## config.mk

```make
export PLATFORM = sky130hd
export DESIGN_NAME = mcrp_control_unit
export DESIGN_NICKNAME = d
export VERILOG_FILES = /design/src/rtl/mcrp_control_unit.sv
export SDC_FILE = /design/constraint.sdc
export NUM_CORES = 1
export LEC_CHECK = 0
export CAP_MARGIN = 20
export CORE_UTILIZATION = 42
export DETAILED_ROUTE_END_ITERATION = 8
export PLACE_DENSITY_LB_ADDON = 0.3
export SETUP_SLACK_MARGIN = 0.4
export SYNTH_ARGS = -nofsm -noshare
export SYNTH_HDL_FRONTEND = slang
export SYNTH_SLANG_ARGS = --single-unit
```

## constraint.sdc

```tcl
create_clock -name clk -period 1.9 [get_ports clk]
set_input_delay 0.19 -clock clk [delete_from_list [all_inputs] [get_ports clk]]
set_output_delay 0.19 -clock clk [all_outputs]
set_load 0.005 [all_outputs]
```

## src/rtl/mcrp_control_unit.sv

```systemverilog
// rtl/mcrp_control_unit.sv - multi-cycle main control FSM for the MCRP core
// Decodes the IR opcode into per-state datapath strobes; one instruction in flight at a time.
module mcrp_control_unit #(
  parameter int OPC_W      = 6,
  parameter int WAIT_LIMIT = 15
) (
  input  logic             clk,
  input  logic             reset,
  input  logic [OPC_W-1:0] opcode,
  input  logic             zero_signal,
  input  logic             mem_ready,
  output logic             pc_write,
  output logic             ir_write,
  output logic [1:0]       pc_src,
  output logic             ext_op,
  output logic [2:0]       alu_op,
  output logic [1:0]       alu_src,
  output logic             mem_read,
  output logic             mem_write,
  output logic             reg_write,
  output logic             wb_src,
  output logic             stack_write,
  output logic             stack_read,
  output logic             reg_src,
  output logic [2:0]       state,
  output logic             instr_done,
  output logic             illegal_op,
  output logic             bus_error
);

  localparam int CNT_W = (WAIT_LIMIT < 1) ? 1 : $clog2(WAIT_LIMIT + 1);

  localparam logic [OPC_W-1:0] OP_AND  = OPC_W'(0);
  localparam logic [OPC_W-1:0] OP_ADD  = OPC_W'(1);
  localparam logic [OPC_W-1:0] OP_SUB  = OPC_W'(2);
  localparam logic [OPC_W-1:0] OP_ANDI = OPC_W'(3);
  localparam logic [OPC_W-1:0] OP_ADDI = OPC_W'(4);
  localparam logic [OPC_W-1:0] OP_LW   = OPC_W'(5);
  localparam logic [OPC_W-1:0] OP_SW   = OPC_W'(6);
  localparam logic [OPC_W-1:0] OP_BEQ  = OPC_W'(7);
  localparam logic [OPC_W-1:0] OP_J    = OPC_W'(8);
  localparam logic [OPC_W-1:0] OP_CALL = OPC_W'(9);
  localparam logic [OPC_W-1:0] OP_RET  = OPC_W'(10);

  typedef enum logic [2:0] {
    S_IF   = 3'd0,
    S_ID   = 3'd1,
    S_EX   = 3'd2,
    S_MEM  = 3'd3,
    S_WB   = 3'd4,
    S_HALT = 3'd7
  } state_e;

  state_e           state_q, state_d;
  logic [CNT_W-1:0] cnt_q, cnt_d;
  logic             ill_q, ill_d;
  logic             bus_q, bus_d;

  always_ff @(posedge clk or negedge reset) begin
    if (!reset) begin
      state_q <= S_IF;
      cnt_q   <= '0;
      ill_q   <= 1'b0;
      bus_q   <= 1'b0;
    end else begin
      state_q <= state_d;
      cnt_q   <= cnt_d;
      ill_q   <= ill_d;
      bus_q   <= bus_d;
    end
  end

  always_comb begin
    state_d     = state_q;
    cnt_d       = cnt_q;
    ill_d       = ill_q;
    bus_d       = bus_q;
    pc_write    = 1'b0;
    ir_write    = 1'b0;
    pc_src      = 2'd0;
    ext_op      = 1'b0;
    alu_op      = 3'd0;
    alu_src     = 2'd0;
    mem_read    = 1'b0;
    mem_write   = 1'b0;
    reg_write   = 1'b0;
    wb_src      = 1'b0;
    stack_write = 1'b0;
    stack_read  = 1'b0;
    reg_src     = 1'b0;
    instr_done  = 1'b0;

    case (state_q)
      S_IF: begin
        ir_write = 1'b1;
        pc_write = 1'b1;
        state_d  = S_ID;
      end
      S_ID: begin
        case (opcode)
          OP_J: begin
            pc_write   = 1'b1;
            pc_src     = 2'd2;
            instr_done = 1'b1;
            state_d    = S_IF;
          end
          // PC was already incremented in IF, so the push saves the return address
          OP_CALL: begin
            stack_write = 1'b1;
            pc_write    = 1'b1;
            pc_src      = 2'd2;
            instr_done  = 1'b1;
            state_d     = S_IF;
          end
          OP_RET: begin
            stack_read = 1'b1;
            pc_write   = 1'b1;
            pc_src     = 2'd3;
            instr_done = 1'b1;
            state_d    = S_IF;
          end
          OP_AND, OP_ADD, OP_SUB, OP_ANDI, OP_ADDI, OP_LW, OP_SW, OP_BEQ: begin
            reg_src = (opcode == OP_SW) || (opcode == OP_BEQ);
            state_d = S_EX;
          end
          default: begin
            ill_d   = 1'b1;
            state_d = S_HALT;
          end
        endcase
      end
      S_EX: begin
        if ((opcode == OP_AND) || (opcode == OP_ANDI))      alu_op = 3'd0;
        else if ((opcode == OP_SUB) || (opcode == OP_BEQ))  alu_op = 3'd2;
        else                                                alu_op = 3'd1;
        alu_src = ((opcode == OP_ANDI) || (opcode == OP_ADDI) ||
                   (opcode == OP_LW)   || (opcode == OP_SW)) ? 2'd1 : 2'd0;
        ext_op  = (opcode == OP_ADDI) || (opcode == OP_LW) ||
                  (opcode == OP_SW)   || (opcode == OP_BEQ);
        if (opcode == OP_BEQ) begin
          pc_write   = zero_signal;
          pc_src     = 2'd1;
          instr_done = 1'b1;
          state_d    = S_IF;
        end else if ((opcode == OP_LW) || (opcode == OP_SW)) begin
          cnt_d   = '0;
          state_d = S_MEM;
        end else begin
          state_d = S_WB;
        end
      end
      S_MEM: begin
        mem_read  = (opcode == OP_LW);
        mem_write = (opcode == OP_SW);
        if (mem_ready) begin
          cnt_d = '0;
          if (opcode == OP_LW) begin
            state_d = S_WB;
          end else begin
            instr_done = 1'b1;
            state_d    = S_IF;
          end
        end else if (cnt_q == CNT_W'(WAIT_LIMIT)) begin
          // Slave never answered within WAIT_LIMIT+1 cycles of residency
          bus_d   = 1'b1;
          cnt_d   = '0;
          state_d = S_HALT;
        end else begin
          cnt_d = cnt_q + CNT_W'(1);
        end
      end
      S_WB: begin
        reg_write  = 1'b1;
        wb_src     = (opcode == OP_LW);
        instr_done = 1'b1;
        state_d    = S_IF;
      end
      S_HALT: begin
        state_d = S_HALT;
      end
      default: begin
        state_d = S_IF;
      end
    endcase

    if (!reset) begin
      pc_write    = 1'b0;
      ir_write    = 1'b0;
      pc_src      = 2'd0;
      ext_op      = 1'b0;
      alu_op      = 3'd0;
      alu_src     = 2'd0;
      mem_read    = 1'b0;
      mem_write   = 1'b0;
      reg_write   = 1'b0;
      wb_src      = 1'b0;
      stack_write = 1'b0;
      stack_read  = 1'b0;
      reg_src     = 1'b0;
      instr_done  = 1'b0;
    end
  end

  assign state      = reset ? state_q : 3'd0;
  assign illegal_op = reset & ill_q;
  assign bus_error  = reset & bus_q;

endmodule

```

==> results_dict.tcl, run 1 <==
set metrics [dict create \
    synth_largest_type_area_fraction 0.281 \
    port-buffer-count 30 \
    h_tree_levels 1 \
    synth-seq-cells 9 \
    dpl_worst_slack_ns -0.567 \
    timing.worst_endpoint.kind "top-level output" \
    netlist_instances 106 \
    die_width_um 45.7 \
    cts_made_buffers 3 \
    syn_area_um2 802 \
    seq_area_frac_synth 0.281 \
    postSynthAreaPerCell_um2 7.57 \
    ioPinCount 33 \
    last-stage-reached "5_1_grt" \
    estimated_wirelength_of_the_detail_placed_design_um 2100 \
    clk_path_buf_depth 2 \
    error "[ERROR DPL-0038] Utilization greater than 100%, impossible to legalize" \
    crit_endpoint "pc_src[0]" \
    placement.cell_area_um2 1380 \
    synth.largest_area_cell "dfrtp_1" \
    outcome "did not finish" \
    grt_start_max_net_pins 13 \
    synth.lib_cells_used.distinct 41 \
    netlist_top_cells_area "dfrtp_1 (28%), nand2_1 (6.1%), nand2b_1 (4.7%), and2_1 (3.9%), nand3_1 (3.7%)" \
    buffer_type_at_the_clock_tree_root "clkbuf_4" \
    gp_routability_congestion 0.824 \
    tritoncts_num_sinks 9 \
    postCtsHoldBufs 0 \
    synth_warnings 0 \
    die_h_um 45.7 \
    start_util 0.455 \
    placement_rows 15 \
]
[kinds of logic after synthesis]
logic type	after synthesis	synth area share
AO/OA/AOI/OAI	22	0.197
XOR/XNOR	1	0.0109
adder cells (fa/ha/maj)	1	0.0156
buffers and inverters	12	0.0671
flip-flops	9	0.281
multiplexers	1	0.0125
other	1	0.00468
AND/OR/NAND/NOR	59	0.412
[cell usage after synthesis]
master	count
clkbuf_1	3
a41o_1	1
and2_1	5
buf_2	1
nand3_1	6
o21ai_0	4
a21o_1	2
buf_4	2
o311ai_0	1
and3_1	3
xor2_1	1
nor4bb_1	2
o21a_1	1
mux2i_1	1
nor2b_1	2
or3_1	1
a31oi_1	1
or2_1	1
nand2_1	13
a21oi_1	3
a222oi_1	1
inv_1	6
a21boi_1	1
a32oi_1	1
nor4b_1	2
o211ai_1	3
nor3_1	6
ha_1	1
nand4_1	1
nor3_2	1
nand2b_1	6
or4b_1	1
or2b_1	1
a211o_1	1
a41oi_1	1
nor4_1	2
dfrtp_1	9
a21oi_2	1
nor2_1	5
or2_2	1
conb_1	1
[repair_timing]
action,4_1_cts
buffers inserted,17
gates cloned,0
pin swaps,22
gates resized for setup,126
hold endpoints to repair,0
setup endpoints to repair,30
[through the flow]
stage,utilization,std cells,hold WS [ns]
floorplan,-,107,-0.106
global placement,0.779,188,0.445
detailed placement,0.779,188,0.450
CTS,0.919,209,0.0450
==> inputs of run 2 (changes only) <==
--- a/config.mk
+++ b/config.mk
@@ -6,10 +6,10 @@
 export NUM_CORES = 1
 export LEC_CHECK = 0
 export CAP_MARGIN = 20
-export CORE_UTILIZATION = 42
+export CORE_AREA = 2 2 63 65
 export DETAILED_ROUTE_END_ITERATION = 8
-export PLACE_DENSITY_LB_ADDON = 0.3
-export SETUP_SLACK_MARGIN = 0.4
+export DIE_AREA = 0 0 65 67
+export PLACE_DENSITY_LB_ADDON = 0.15
 export SYNTH_ARGS = -nofsm -noshare
 export SYNTH_HDL_FRONTEND = slang
 export SYNTH_SLANG_ARGS = --single-unit
==> run 2 against run 1 <==
The run now ends clean; area after synthesis unchanged; synthesized cell count stayed put.
==> results_dict.tcl, run 2 <==
set metrics [dict create \
    buffer_type_at_the_clock_tree_root "clkbuf_8" \
    critical_path.reg2reg.endpoint "cnt_q[3]" \
    postRouteWirelength_um 2820 \
    routed_wire_length_per_instance_um 12.7 \
    outcome "finished, final reports clean" \
    dr.pass1.iters 4 \
    critPathKind "reg -> out" \
    worst-r2r-cell-count 7 \
    synth-seq-cells 9 \
    final_layout_size_suffix_gt1_frac 0.414 \
    stdcell_area_um2 1550 \
    worst-r2r-setup-slack_ns 0.14 \
    die-area_um2 4360 \
    detail_route_antenna_nets 0 \
    postCtsHoldBufs 0 \
    multi_input_comb_area_um2 642 \
    clk_path_buf_depth 2 \
    remaining_drc_errors 0 \
    final.setup.worst_slack_ns 0.0749 \
    grt_usage 0.148 \
    synth_largest_type_area_fraction 0.281 \
    critPathCapture "state[2]" \
    worst_slew_pin_slew_ns 0.531 \
    layout.cells.most_common "buf_4" \
    grt_start_max_net_pins 11 \
    cts_made_buffers 3 \
    grt_antenna_before_repair 0 \
    power_density_nw_per_um2 909 \
    insertion_delay_ns 0.23 \
    finalSetupViolations 0 \
    end_kind "output port" \
    netlist_top_cells_area "dfrtp_1 (28%), nand2_1 (6.1%), nand2b_1 (4.7%), and2_1 (3.9%), nand3_1 (3.7%)" \
    synth_top_family_by_area "simple AND/OR/NAND/NOR gates" \
    estimated_wirelength_of_the_detail_placed_design_um 2060 \
    synth.lib_cells_used.distinct 41 \
    synth-compound-area-share 0.197 \
    final_min_period_over_clock_period 0.961 \
    origin_of_the_critical_flop_to_flop_path "state_q[1]" \
    gp_routability_congestion 0.787 \
    port-buffer-count 30 \
    max-vdd-ir-drop_v 0.000392 \
    hp-class "in -> async" \
    vias_in_the_first_global_route 1107 \
    synth_common_cells "nand2_1 (13), dfrtp_1 (9)" \
    netlist_instances 106 \
    synth.mux.area_fraction 0.0125 \
    period_minus_slack_ns 1.83 \
    critical_path_peak_fanout 9 \
    final_core_util 0.431 \
    maxcap_viol_count 0 \
    timing.final.hold_violations 0 \
    diodes 0 \
    first_iter_violations 43 \
    critical_path.startpoint_type "flip-flop" \
    tritoncts_num_sinks 9 \
    flow.area_growth_from_synthesis_pct 93.8 \
    synth_simple_gate_area_frac 0.412 \
    yosys.area_share.xor_xnor 0.0109 \
    seq_area_frac_synth 0.281 \
    worstPathArrival_ns 1.64 \
    largest_reg_flops 4 \
    placement_rows 22 \
    syn_area_um2 802 \
    route.detailed.vias_per_inst 4.73 \
    die_h_um 67 \
    synth_adder_area_share 0.0156 \
    layout.filler_cells 389 \
    start_util 0.222 \
    dpl_worst_slack_ns -0.585 \
    worst_setup_hold_path_clk_slew_ns 0.04 \
    h_tree_levels 1 \
    die_width_um 65 \
    largest_register "cnt_q" \
    grt_remaining_overflow 0 \
    worst-endpoint-required_ns 1.71 \
    postSynthAreaPerCell_um2 7.57 \
    synth_enable_flop_cells 0 \
    fin_tns_setup_ns 0 \
    synth-main-ff-cell "dfrtp_1" \
    synth.largest_area_cell "dfrtp_1" \
    maxSlewViolCount 0 \
    ioPinCount 33 \
    total_power_w 0.00141 \
    tritoncts "done" \
    core_region_area_um2 3610 \
    grt_first_pass_wirelength_um 4920 \
    maxSlewHeadroom 0.644 \
    layout.cells.most_common_list "buf_4 (37), nand2_1 (11), dlygate4sd2_1 (9), clkdlybuf4s50_1 (8), clkbuf_2 (7)" \
    timing.fmax_mhz 548 \
    seqCellArea_um2 229 \
    largestRegisters "cnt_q (4), state_q (3)" \
    synth_warnings 0 \
    leak_nw 0.743 \
    placement.cell_area_um2 1370 \
    fin_skew_ns 0.00224 \
    cp-startpoint "state_q[2]" \
    vias 1051 \
    synth-async-reset-ratio 1.00 \
    finalNetCount 186 \
    yosysMostFrequentCell "nand2_1" \
]
-- run 2: cell counts after synthesis --
No cell type changed its count.
-- run 2: how the worst min path moves through the flow --
stage | end | depth (start not counted) | slack (ns) | from
after floorplan | bus_q | 0 | -0.11 | reset
after global placement | ill_q | 1 | 0.44 | ill_q
after detailed placement | ill_q | 1 | 0.45 | ill_q
after CTS | ill_q | 3 | 0.43 | reset
after global routing | state_q[0] | 3 | 0.08 | reset
final | cnt_q[1] | 3 | 0.08 | reset
-- run 2: routing by layer --
layer	GRT usage	up-vias	routed length, µm
met5	0	-	0
met4	0.0771	0	63
met3	0.0287	7	139
met2	0.242	33	1380
met1	0.185	494	1240
li1	-	517	-
-- run 2: cell type report --
cell class / instances / share of cell area
Timing Repair Buffer: 69 / 0.357
Sequential cell: 9 / 0.147
Tap cell: 48 / 0.0386
Inverter: 6 / 0.0145
Multi-Input combinational cell: 86 / 0.413
Clock buffer: 4 / 0.0290
-- run 2: repair_timing --
action,in CTS,in global routing
pin swaps,8,4
resized for setup,45,24
setup endpoints to repair,17,11
buffers inserted,9,0
-- run 2: metrics by stage --
step           cells  hold WS (ns)
2_1_floorplan    107        -0.106
3_3_place_gp     210         0.444
3_5_place_dp     210         0.450
4_1_cts          223         0.427
5_1_grt          222        0.0789
6_report         222        0.0752
-- run 2: logic make-up (layout without fill, tap and decap cells) --
| logic type | count (synthesis) | count (layout) |
|---|---|---|
| adders and majority gates | 1 | 1 |
| muxes | 1 | 1 |
| DFF | 9 | 9 |
| buffers and inverters | 12 | 79 |
| AOI/OAI and AO/OA | 22 | 22 |
| and+or+nand+nor | 59 | 59 |
| xor gates and xnor gates | 1 | 1 |
| other | 1 | 2 |
-- run 2: critical path, cell delays in order (launching register included) --
cell and delay, ns:
dfrtp_2 0.43, buf_6 0.17, nand2_1 0.11, buf_4 0.15, inv_1 0.04, clkdlybuf4s50_1 0.50
-- run 2: power by group --
group	leakage [nW]	internal [W]	switching [W]	total (W)
registers	0.110	0.000251	0.0000726	0.000324
logic	0.610	0.000461	0.000407	0.000867
clock network	0.0228	0.000146	0.0000747	0.000221
(Power assumes the default switching activity.)
==> inputs of run 3 (changes only) <==
--- a/config.mk
+++ b/config.mk
@@ -9,6 +9,7 @@
 export CORE_AREA = 2 2 63 65
 export DETAILED_ROUTE_END_ITERATION = 8
 export DIE_AREA = 0 0 65 67
+export GPL_TIMING_DRIVEN = 0
 export PLACE_DENSITY_LB_ADDON = 0.15
 export SYNTH_ARGS = -nofsm -noshare
 export SYNTH_HDL_FRONTEND = slang
==> run 3 against run 2 <==
Hold slack better by 0.38 ns; critical path type is now in -> out; clock skew down 0.00066 ns; final cell count shrank 10%; critical path depth unchanged; final area fell by 10%; highest routed layer unchanged; critical endpoint is now mem_write; largest cell class unchanged.
==> results_dict.tcl, run 3 (synthesis gave the netlist of run 2 again) <==
set metrics [dict create \
    holdWs_ns 0.456 \
    final_layout_size_suffix_gt1_frac 0.344 \
    period_minus_slack_ns 1.85 \
    first_iter_violations 42 \
    timing.fmax_mhz 542 \
    start_util 0.222 \
    timing.final.hold_violations 0 \
    largest_register "cnt_q" \
    die-area_um2 4360 \
    end_kind "output port" \
    grt_antenna_before_repair 0 \
    flow.area_growth_from_synthesis_pct 73.8 \
    origin_of_the_critical_flop_to_flop_path "state_q[2]" \
    hold_start "bus_q" \
    die_h_um 67 \
    pwr-share-clk 0.172 \
    largestRegisters "cnt_q (4), state_q (3)" \
    max-vdd-ir-drop_v 0.000459 \
    leak_nw 0.671 \
    critPathKind "in -> out" \
    insertion_delay_ns 0.23 \
    routed_wire_length_per_instance_um 12.9 \
    crit_buf_inv 3 \
    tritoncts_num_sinks 9 \
    hp-class "reg -> reg" \
    critPathSlowestCell "or4b_4" \
    buffer_type_at_the_clock_tree_root "clkbuf_8" \
    netSwitchingFraction 0.406 \
    dr.pass1.iters 4 \
    layout.cells.most_common_list "buf_4 (14), nand2_1 (11), dfrtp_1 (7), clkdlybuf4s50_1 (7)" \
    grt_setup_unrepaired "no" \
    cp_slowest_stage_delay_ns 0.56 \
    fin_tns_setup_ns 0 \
    cp-startpoint "opcode[4]" \
    maxSlewViolCount 0 \
    port-buffer-count 30 \
    final_min_period_over_clock_period 0.972 \
    worst-endpoint-required_ns 1.71 \
    vias 965 \
    postRouteWirelength_um 2580 \
    critPathTopFamily "simple AND/OR/NAND/NOR gates" \
    power.internal_w 0.000762 \
    remaining_drc_errors 0 \
    grt_usage 0.129 \
    maxcap_viol_count 0 \
    seqPwrFrac 0.245 \
    ioPinCount 33 \
    clk_path_buf_depth 2 \
    outcome "finished, final reports clean" \
    diodes 0 \
    placement_rows 22 \
    die_width_um 65 \
    comb_power_share 0.583 \
    core_region_area_um2 3610 \
    worst_setup_hold_path_clk_slew_ns 0.05 \
    estimated_wirelength_of_the_detail_placed_design_um 1780 \
    total_power_w 0.00128 \
    vias_in_the_first_global_route 899 \
    worstPathArrival_ns 1.66 \
    finalSetupViolations 0 \
    largest_reg_flops 4 \
    tritoncts "done" \
    h_tree_levels 1 \
    critical_path_peak_fanout 4 \
    grt_start_max_net_pins 12 \
    route.detailed.vias_per_inst 4.85 \
    detail_route_antenna_nets 0 \
    power_density_nw_per_um2 921 \
    critical_path.startpoint_type "input port" \
    gp_routability_congestion 0.780 \
    finalNetCount 163 \
    crit_chain "clkdlybuf4s15_2 > or4b_4 > buf_4 > nor4_2 > clkdlybuf4s15_1" \
    fin_skew_ns 0.00158 \
    layout.cells.most_common "buf_4" \
    grt_remaining_overflow 0 \
    power.net_switching_w 0.000522 \
    cts_made_buffers 3 \
    grt_first_pass_wirelength_um 4240 \
]
## run 3: worst reg2reg max path, stage by stage, from the launching register on
cell and delay (ns):
dfrtp_2 0.40, buf_4 0.14, buf_4 0.17, nor3_2 0.45, o211ai_1 0.18, o211ai_1 0.12
## run 3: final cells by class
cell class | count | area, µm²
Timing Repair Buffer | 42 | 365
Multi-Input combinational cell | 86 | 637
Inverter | 6 | 22.5
Sequential cell | 9 | 228
Fill cell | 381 | 2210
Clock buffer | 4 | 45.0
Buffer | 4 | 36.3
Tap cell | 48 | 60.1
## run 3: what timing repair did
action / CTS / global route
setup endpoints to repair: 21 / 13
hold buffers: 1 / 0
endpoints found under the hold margin: 9 / 0
buffers inserted: 8 / 3
gates resized for setup: 59 / 25
pin swaps: 9 / 8
## run 3: metal layers
metal  up-vias  share of wire  global-route usage  routed length, µm
met3         4          0.042              0.0321                107
met1       468           0.45               0.153               1160
met4         0         0.0093              0.0505                 24
li1        473              -                   -                  -
met5         -              0                   0                  0
met2        20           0.50               0.222               1290
## run 3: stage by stage
step                      instance area [µm²]  utilization  setup WS, ns  std cells
after floorplan                           806            -         0.338        107
after global placement                   1170        0.323        -0.925        185
after detailed placement                 1170        0.323        -0.943        185
after CTS                                1360        0.376        -0.172        197
after global routing                     1390        0.387       0.00266        199
final                                    1390        0.387        0.0535        199
## run 3: final timing paths
kind	to	slack, ns	cells past startpoint
max in group asynchronous	state_q[2]	0.98	2
worst max register to register	cnt_q[3]	0.37	5
worst min-delay path	bus_q	0.46	1
worst min register to register	bus_q	0.46	1
min in group asynchronous	cnt_q[1]	0.60	2
worst max-delay path	mem_write	0.05	5
## run 3: power by group through the flow
stage	combinational (W)	clock (W)	sequential (W)
4_1_cts	0.000682	0.000226	0.000325
2_1_floorplan	0.000343	0	0.000291
3_3_place_gp	0.000543	0	0.000306
6_report	0.000748	0.000221	0.000315
5_1_grt	0.000825	0.000241	0.000325
3_5_place_dp	0.000543	0	0.000306
==> patch, RTL diff (settings of run 2) <==
Reset style: synchronous (`reset`), changed in one clocked block.
--- a/src/rtl/mcrp_control_unit.sv
+++ b/src/rtl/mcrp_control_unit.sv
@@ -56,7 +56,7 @@
   logic             ill_q, ill_d;
   logic             bus_q, bus_d;
 
-  always_ff @(posedge clk or negedge reset) begin
+  always_ff @(posedge clk) begin
     if (!reset) begin
       state_q <= S_IF;
       cnt_q   <= '0;
Behaviour: same outputs for any inputs over 10 cycles, from zero or initial values and one cycle with reset low; that may be too few to reach the edited logic, so the function may still have changed.
==> patch against run 2 <==
- cell count rose by 5.9%
- sequential cell count did not move
- sequential share of layout area shrank 2.8 points
- global-route usage decreased by 1.2 points
- cell area increased by 1.8%
- synthesized area increased by 4.5%
- power shrank 15%
- register-to-register slack better by 0.08 ns
- sequential power fell by 11%
- first-iteration DRC count up 23%
- routed wire length grew 0.96%
- setup slack worse by 0.025 ns
- critical endpoint is now instr_done
- largest cell class unchanged
- highest routed layer is now met3
==> patch: results (changes against run 2) <==
OUTCOME='finished, final reports clean'
TOTAL_LEAKAGE_POWER_nW=0.735  # -1.1%
CTSROOTBUFFERMASTER='sky130_fd_sc_hd__clkbuf_8'
DRT_FIRST_ITER_VIOLATIONS=53  # +23%
CTS_BUFFERS=3  # unchanged
CRITICAL_PATH_ARRIVAL_NS=1.66  # +0.02 ns
BIGGESTREGSBYFLOPS='cnt_q x4, state_q x3'
VDD.IR_DROP.WORST_V=0.000280  # -29%
YOSYSSEQAREASHARE_PCT=21.5  # -6.6 points
LAYOUTNONFILLERINSTCOUNT=235  # +5.9%
WORST_HOLD_PATH_TYPE='flop to flop'
FINISH.NET_COUNT=199  # +7.0%
POWERCLK_mW=0.222
CRITICAL_PATH.MAX_FANOUT=3  # -6
POWER_SEQUENTIAL_mW=0.289  # -11%
SYNTHTOPCELLSBYCOUNT='sky130_fd_sc_hd__nand2_1, sky130_fd_sc_hd__a21oi_1, sky130_fd_sc_hd__dfxtp_1, sky130_fd_sc_hd__nor2_1, sky130_fd_sc_hd__nand3_1'
YOSYS-TOP-CELLS-AREA='sky130_fd_sc_hd__dfxtp_1, sky130_fd_sc_hd__a21oi_1, sky130_fd_sc_hd__nand2_1'
GRT_FIRST_PASS_WIRELENGTH_UM=4690  # -4.6%
CLOCK-SKEW-FINAL_NS=0.000616  # -0.00163 ns
ANTENNA_VIOLATIONS_BEFORE_REPAIR=0  # unchanged
FF2FF_SETUP_SLACK_NS=0.22  # +0.08 ns
CLKTRANSATPATHREGS_NS=0.04  # about the same
YS_ASYNC_SR_FRACTION_PCT=0  # -100 points
DP_CELLS=223  # +6.2%
GPL.FINAL_WEIGHTED_CONGESTION=0.794  # +0.93%
PIN_COUNT_OF_THE_BIGGEST_NET_ENTERING_GLOBAL_ROUTING=11  # unchanged
DRT-PASS1-ITER-COUNT=4  # unchanged
CLK-INSERTION-DELAY-LATE_NS=0.23  # about the same
POWER_SWITCHING_SHARE_PCT=36.5  # -2.7 points
YOSYSUNIQUECELLTYPES=43  # +4.9%
GR-USAGE-ALL-LAYERS_PCT=13.7  # -1.2 points
PLACEDINSTANCEAREA_UM2=1390  # +1.7%
FINAL_LAYOUT_SIZE_SUFFIX_GT1_SHARE_PCT=35.8  # -5.6 points
ROUTE.DETAILED.WL_PER_INST_UM=12.1  # -4.6%
DETAILEDPLACEMENTHPWL_UM=2180  # +5.7%
SYNTHESIZED_AREA_PER_CELL_UM2=6.87  # -9.2%
VIA_COUNT=1125  # +7.0%
==> patch: changes by cell type after synthesis, moves of 2 or more <==
| cell | change |
|---|---|
| sky130_fd_sc_hd__a21boi_0 | +2 |
| sky130_fd_sc_hd__nor2_1 | +4 |
| sky130_fd_sc_hd__o31ai_1 | +2 |
| sky130_fd_sc_hd__dfxtp_1 | +9 |
| sky130_fd_sc_hd__clkbuf_1 | +2 |
| sky130_fd_sc_hd__a21oi_1 | +7 |
| sky130_fd_sc_hd__a211oi_1 | +2 |
| sky130_fd_sc_hd__a31oi_1 | +2 |
| sky130_fd_sc_hd__o211ai_1 | -2 |
| sky130_fd_sc_hd__dfrtp_1 | -9 |
| sky130_fd_sc_hd__nor2b_1 | +2 |
==> patch: routing by layer <==
metal	share of wire, %	up-vias	track usage, %
li1	-	569	-
met1	46	528	17.1
met2	48	28	24.0
met3	5.1	0	3.38
met4	0	0	2.39
met5	0	-	0
==> patch: worst max-delay path, cell delays in order <==
cell and delay (ns):
sky130_fd_sc_hd__dlygate4sd2_1 0.25, sky130_fd_sc_hd__or4b_4 0.57, sky130_fd_sc_hd__or2_4 0.28, sky130_fd_sc_hd__a41oi_2 0.18
sky130_fd_sc_hd__o21ai_1 0.08, sky130_fd_sc_hd__clkbuf_2 0.11
==> patch: final timing paths <==
path / from / cells after the start / to
max: opcode[3] / 6 / instr_done
min: bus_q$_SDFFE_PN0P_ / 2 / bus_q$_SDFFE_PN0P_
max reg2reg: state_q[0]$_SDFFE_PN0P_ / 6 / state_q[1]$_SDFFE_PN0P_
min reg2reg: bus_q$_SDFFE_PN0P_ / 2 / bus_q$_SDFFE_PN0P_
==> patch: cell families (layout without fill, tap and decap cells) <==
family                     Yosys count  count (layout)  share of synthesized area (%)
xor gates and xnor gates             2               2                           2.09
adders and majority gates            1               1                           1.49
other                                1               2                          0.447
DFF                                  9               9                           21.5
and+or+nand+nor                     61              61                           40.7
AOI/OAI and AO/OA                   33              33                           25.8
buffers and inverters               15              79                           7.91
==> patch: repair_timing <==
| item | CTS | global route |
|---|---|---|
| setup endpoints to repair | 16 | 7 |
| setup buffers | 6 | 2 |
| gates resized for setup | 42 | 12 |
| pin swaps | 9 | 4 |
==> patch: final cells by class <==
cell class	count	area, µm²
Clock buffer	4	45.0
Timing Repair Buffer	69	572
Inverter	6	22.5
Multi-Input combinational cell	99	693
Fill cell	393	2020
Tap cell	48	60.1
Sequential cell	9	189
==> patch: metrics by stage <==
step	power (mW)	setup slack (ns)	TNS (ns)	hold slack, ns
after global placement	0.901	-0.492	-4.50	0.441
after CTS	1.19	-0.00884	-0.00884	0.453
final	1.20	0.0499	0	0.451
after floorplan	0.572	0.355	0	0.293
after detailed placement	0.896	-0.513	-4.62	0.442
after global routing	1.29	-0.0416	-0.0416	0.488
